===== src/rtl/product_term_configuration_encoder_pkg.sv =====
// rtl/product_term_configuration_encoder_pkg.sv - shared geometry, FSM states and row-index helpers
package product_term_configuration_encoder_pkg;

    localparam int DEF_NUM_LABS                    = 2;
    localparam int DEF_MACROCELLS_PER_LAB          = 16;
    localparam int DEF_PRODUCT_TERMS_PER_MACROCELL = 5;
    localparam int DEF_BITS_PER_PRODUCT_TERM       = 88;

    typedef enum logic [1:0] {
        ST_IDLE,
        ST_LOAD,
        ST_SHIFT,
        ST_DONE
    } state_e;

    function automatic int calc_num_rows(int labs, int macrocells, int product_terms);
        return labs * macrocells * product_terms;
    endfunction

    function automatic int calc_row_w(int rows);
        return (rows > 1) ? $clog2(rows) : 1;
    endfunction

    // lab is 0-based (LAB A = 0); macrocell and product_term are 1-based as printed in the datasheet
    function automatic int row_index(int lab, int macrocell, int product_term,
                                     int macrocells, int product_terms);
        return lab * macrocells * product_terms + (macrocell - 1) * product_terms + (product_term - 1);
    endfunction

endpackage


===== src/rtl/product_term_row_serializer.sv =====
// rtl/product_term_row_serializer.sv - loads one encoded row and shifts it out LSB first under valid/ready
module product_term_row_serializer #(
    parameter  int width = 88,
    localparam int cnt_w = (width > 1) ? $clog2(width) : 1
) (
    input  logic             clock,
    input  logic             reset_n,
    input  logic             load,
    input  logic [width-1:0] load_data,
    input  logic             bit_ready,
    output logic             bit_valid,
    output logic             bit_data,
    output logic             row_done
);

    logic [width-1:0] sreg_q;
    logic [cnt_w-1:0] cnt_q;
    logic             valid_q;

    assign row_done  = valid_q & bit_ready & (cnt_q == cnt_w'(width - 1));
    assign bit_valid = valid_q;
    // Gate with valid so the idle output stays at its reset value
    assign bit_data  = valid_q & sreg_q[0];

    always_ff @(posedge clock or negedge reset_n) begin
        if (!reset_n) begin
            sreg_q  <= '0;
            cnt_q   <= '0;
            valid_q <= 1'b0;
        end else if (load) begin
            sreg_q  <= load_data;
            cnt_q   <= '0;
            valid_q <= 1'b1;
        end else if (valid_q && bit_ready) begin
            sreg_q <= sreg_q >> 1;
            if (row_done) begin
                cnt_q   <= '0;
                valid_q <= 1'b0;
            end else begin
                cnt_q <= cnt_q + 1'b1;
            end
        end
    end

endmodule


===== src/rtl/product_term_configuration_encoder.sv =====
// rtl/product_term_configuration_encoder.sv - encodes product-term enable records into a serial config bitstream
module product_term_configuration_encoder
    import product_term_configuration_encoder_pkg::*;
#(
    parameter  int num_labs                    = DEF_NUM_LABS,
    parameter  int macrocells_per_lab          = DEF_MACROCELLS_PER_LAB,
    parameter  int product_terms_per_macrocell = DEF_PRODUCT_TERMS_PER_MACROCELL,
    parameter  int bits_per_product_term       = DEF_BITS_PER_PRODUCT_TERM,
    localparam int num_rows = calc_num_rows(num_labs, macrocells_per_lab, product_terms_per_macrocell),
    localparam int row_w    = calc_row_w(num_rows)
) (
    input  logic                             clock,
    input  logic                             reset_n,
    input  logic                             start,
    input  logic                             term_valid,
    output logic                             term_ready,
    input  logic [row_w-1:0]                 term_index,
    input  logic [bits_per_product_term-1:0] term_enable,
    input  logic                             term_last,
    output logic                             bit_valid,
    input  logic                             bit_ready,
    output logic                             bit_data,
    output logic                             busy,
    output logic                             done,
    output logic                             order_error
);

    state_e                           state_q, state_d;
    logic [row_w-1:0]                 row_q, row_d;
    logic                             fill_q, fill_d;
    logic                             order_error_q, order_error_d;
    logic                             ser_load;
    logic [bits_per_product_term-1:0] ser_data;
    logic                             row_done;

    product_term_row_serializer #(
        .width(bits_per_product_term)
    ) u_serializer (
        .clock    (clock),
        .reset_n  (reset_n),
        .load     (ser_load),
        .load_data(ser_data),
        .bit_ready(bit_ready),
        .bit_valid(bit_valid),
        .bit_data (bit_data),
        .row_done (row_done)
    );

    always_ff @(posedge clock or negedge reset_n) begin
        if (!reset_n) begin
            state_q       <= ST_IDLE;
            row_q         <= '0;
            fill_q        <= 1'b0;
            order_error_q <= 1'b0;
        end else begin
            state_q       <= state_d;
            row_q         <= row_d;
            fill_q        <= fill_d;
            order_error_q <= order_error_d;
        end
    end

    always_comb begin
        state_d       = state_q;
        row_d         = row_q;
        fill_d        = fill_q;
        order_error_d = order_error_q;
        term_ready    = 1'b0;
        ser_load      = 1'b0;
        ser_data      = '1;
        case (state_q)
            ST_IDLE: begin
                if (start) begin
                    state_d       = ST_LOAD;
                    row_d         = '0;
                    fill_d        = 1'b0;
                    order_error_d = 1'b0;
                end
            end
            ST_LOAD: begin
                // A record ahead of the current row leaves the row unprogrammed (all ones) and stays pending
                if (fill_q) begin
                    ser_load = 1'b1;
                    state_d  = ST_SHIFT;
                end else if (term_valid) begin
                    if (term_index == row_q) begin
                        term_ready = 1'b1;
                        ser_load   = 1'b1;
                        ser_data   = ~term_enable;
                        fill_d     = term_last;
                        state_d    = ST_SHIFT;
                    end else if (term_index > row_q) begin
                        ser_load = 1'b1;
                        state_d  = ST_SHIFT;
                    end else begin
                        term_ready    = 1'b1;
                        order_error_d = 1'b1;
                        if (term_last) begin
                            fill_d = 1'b1;
                        end
                    end
                end
            end
            ST_SHIFT: begin
                if (row_done) begin
                    if (row_q == row_w'(num_rows - 1)) begin
                        state_d = ST_DONE;
                    end else begin
                        row_d   = row_q + 1'b1;
                        state_d = ST_LOAD;
                    end
                end
            end
            ST_DONE: begin
                state_d = ST_IDLE;
            end
            default: begin
                state_d = ST_IDLE;
            end
        endcase
    end

    assign busy        = (state_q != ST_IDLE);
    assign done        = (state_q == ST_DONE);
    assign order_error = order_error_q;

endmodule


===== config.mk =====
export PLATFORM = sky130hd
export DESIGN_NAME = product_term_configuration_encoder
export DESIGN_NICKNAME = d
export VERILOG_FILES = /design/src/rtl/product_term_configuration_encoder_pkg.sv /design/src/rtl/product_term_row_serializer.sv /design/src/rtl/product_term_configuration_encoder.sv
export SDC_FILE = /design/constraint.sdc
export NUM_CORES = 1
export LEC_CHECK = 0
export BUFFER_PORTS_ARGS = -buffer_cell sky130_fd_sc_hd__buf_4
export CAP_MARGIN = 20
export CORE_MARGIN = 10
export CORE_UTILIZATION = 40
export DETAILED_ROUTE_END_ITERATION = 10
export GPL_TIMING_DRIVEN = 0
export PLACE_DENSITY = 0.71
export SYNTH_ARGS = -nofsm -noshare
export SYNTH_HDL_FRONTEND = slang
export SYNTH_SLANG_ARGS = --single-unit

===== constraint.sdc =====
create_clock -name clock -period 3.6 [get_ports clock]
set_input_delay 0.9 -clock clock [delete_from_list [all_inputs] [get_ports clock]]
set_output_delay 0.9 -clock clock [all_outputs]
set_load 0.01 [all_outputs]

==> key figures <==
Run status
  • Outcome: finished, final reports clean

Timing
  • Worst-margin pin slew: 0.7391 ns
  • Setup TNS: 0 ns
  • Period utilization: 93.49%
  • RSZ-0062 raised after global routing: false
  • Fmax: 0.2971 GHz
  • WHS: 0.4943 ns
  • Final hold vios: 0
  • Final Skew: 0.005523 ns
  • Final min period: 3.366 ns
  • Post-layout worst setup margin: 0.2342 ns
  • Final setup viols: 0
  • Max transition margin: 50.73%
  • Max-slew violations: 0

Clock network
  • CTS Buf Count: 9
  • H-tree depth: 3
  • Total setup buffers inserted after CTS: 0
  • # resized after CTS: 0
  • CTS Root Cell: clkbuf_16
  • Hold Buf Count CTS: 0
  • Clk sinks: 108
  • Max clock buf depth: 2
  • CTS tree: built
  • CTS clock-pin slew for the worst setup and hold paths: 0.07 ns
  • Latest clock arrival within the worst-skew pair: 0.35 ns

Global routing
  • Largest net degree at the start of global routing: 57
  • GR Util All Layers: 14.26%
  • Grt total ovfl: 0
  • Initial antenna violation count: 0
  • First-pass GRT wire length: 21.25 mm
  • Vias in the first global route: 4266

Worst setup path
  • Worst endpoint data arrival time: 2.47 ns
  • Most frequent cell on the critical path: buf_4
  • Critical path data required time: 2.70 ns
  • Peak per-stage delay on the critical path: 0.53 ns
  • Critical path class: in2out
  • CP cell instances: buf_4 > ha_1 > nand2_1 > o21ai_0 > o22ai_1 > nor3b_1 > buf_4
  • Crit-path leading delay family: compound AO/OA/AOI/OAI gates
  • CP Max Fanout: 4
  • CP endpoint kind: output port
  • CP Buf/Inv Count: 2
  • CP startpoint kind: primary input
  • Slowest cell on the critical path: o21ai_0

Pwr
  • Clock network fraction of design power: 28.6%
  • Flop pwr share: 45.8%
  • Cell leakage power: 2.892 nW
  • Pwr dens: 591.6 mW/mm^2
  • Peak supply drop: 0.2987 mV
  • Switching Share: 29.78%
  • Comb pwr share: 25.6%
  • NetSw: 1.182 mW
  • Internal power: 2.788 mW
  • Power Total: 3.970 mW

Logic synthesis
  • Sequential share of the synthesized area: 50.88%
  • Post-synth top area share: 50.88%
  • Post-Syn Area: 0.005311 sq mm
  • Fraction of registers with async set/reset: 100.0%
  • Leading area contributor after synthesis: dfrtp_1
  • Ys Warns: 0
  • Primary FF master, synth: dfrtp_1
  • Post-Syn Nets: 558
  • Mapped Cells: 446
  • EDFF count, synth: 0
  • Ranking of synthesized cells by area: dfrtp_1 51%, mux2i_1 17%, a22oi_1 12%
  • Cell variety after synth: 46
  • Number of synthesized register bits: 108
  • Syn Area/Cell: 11.91 sq um

Route
  • Vias post-DR: 4013
  • Avg WL per Cell: 17.34 um
  • Residual DRC: 0
  • Vias per inst: 5.379
  • Final Routed Wirelength: 12.94 mm
  • Number of routed nets with antenna violations: 0
  • Initial drt markers: 214
  • TritonRoute pass-1 iters: 5

Flow run
  • MaxCap Viol Count: 0

Finish
  • Layout cells sized above 1: 27.89%
  • Layout area overhead: 26.34%
  • Core Util, Final: 51.08%
  • Nets: 677
  • Fillers: 1223
  • Final non-filler cell total: 746
  • Ant diodes: 0
  • Final instance area: 0.006710 sq mm

Placed design
  • HPWL after DPL: 9.737 mm
  • Cells after DPL: 730
  • Buffers on Ports: 107
  • RePlAce Congestion: 0.8369
  • Place WS: 0.2252 ns
  • Dpl cell area: 0.006362 sq mm

Floorplanning
  • Core ar.: 0.01314 sq mm
  • Die X-Extent: 135.2 um
  • Num rows: 42
  • Die Y: 135.2 um
  • Initial Util: 40.43%
  • Die area: 0.01829 sq mm
  • Io pins: 108

Worst hold path
  • Hold Crit Class: reg2reg
power groups by stage:
stage / sequential, mW / clock (mW) / combinational, mW
CTS: 1.82 / 1.17 / 1.03
detailed placement: 1.85 / 0 / 1.02
finish: 1.82 / 1.13 / 1.02
global route: 1.87 / 1.22 / 1.15
global placement: 1.82 / 0 / 0.984
floorplan: 1.77 / 0 / 0.724
tightest hold or removal path, cell delays in order, from the launching register on:
cell	delay [ns]
dfrtp_1	0.35
nand2_1	0.05
o41ai_1	0.05
cell families after synthesis:
kind of cell | synth area share, %
and+or+nand+nor | 6.620
adders and majority gates | 2.356
xor gates and xnor gates | 0.1649
muxes | 17.01
AOI/OAI and AO/OA | 18.75
DFF | 50.88
buffers and inverters | 4.217
worst paths after layout:
| check | startpoint | end | slack (ns) | cells after the start |
|---|---|---|---|---|
| max in group asynchronous | reset_n | u_serializer.sreg_q[82] | 2.26 | 2 |
| worst min register to register | order_error | order_error | 0.49 | 2 |
| worst min-delay path | order_error | order_error | 0.49 | 2 |
| min in group asynchronous | reset_n | row_q[7] | 0.62 | 1 |
| worst max-delay path | term_index[7] | term_ready | 0.23 | 7 |
| worst max register to register | row_q[1] | u_serializer.sreg_q[11] | 1.13 | 9 |
cell type report:
class | count | area, sq um | area share, %
sequential | 108 | 2703 | 40.28
multi-input combinational | 294 | 2385 | 35.54
timing repair buffer | 108 | 830.8 | 12.38
clock buffer | 9 | 225.2 | 3.356
tap | 176 | 220.2 | 3.282
buffer | 33 | 182.7 | 2.722
clock inverter | 7 | 122.6 | 1.827
inverter | 11 | 41.29 | 0.6153
cell usage after synthesis, drive strengths merged (3+ instances only):
cell and instances:
inv 11, nor2 10, nand2 19, and4 3
nand4 4, a22oi 87, nand3 3, dfrtp 108
nor2b 6, buf 28, mux2i 88, clkbuf 5
and2 4, ha 10, a21boi 5, a21oi 5
o21ai 11, a22o 6
flip-flops by register name (all words and copies together) (netlist names):
signal and cells:
state_q 2, fill_q 1, u_serializer.bit_valid 1, u_serializer.cnt_q 7, u_serializer.sreg_q 88, row_q 8
order_error 1
layout by cell type (no fill, tap or decap), drive strengths merged, types with 3 or more instances in the layout:
cell type / netlist / routed
nand3: 3 / 3
a21boi: 5 / 5
ha: 10 / 10
nand4: 4 / 4
a21oi: 5 / 5
and4: 3 / 3
a22o: 6 / 6
inv: 11 / 12
and2: 4 / 4
nand2: 19 / 19
a22oi: 87 / 87
dfrtp: 108 / 108
o21ai: 11 / 11
buf: 28 / 136
mux2i: 88 / 88
nor2: 10 / 10
nor2b: 6 / 6
clkbuf: 5 / 14
bufinv: 0 / 3
per-layer routing:
metal	wire length [um]	global-route usage, %	up-vias
met4	166	4.007	0
met3	844	5.007	7
met5	0	0	-
li1	-	-	1948
met2	6125	21.98	102
met1	5800	18.53	1956
Note: power is estimated with default switching activity, not from simulation.
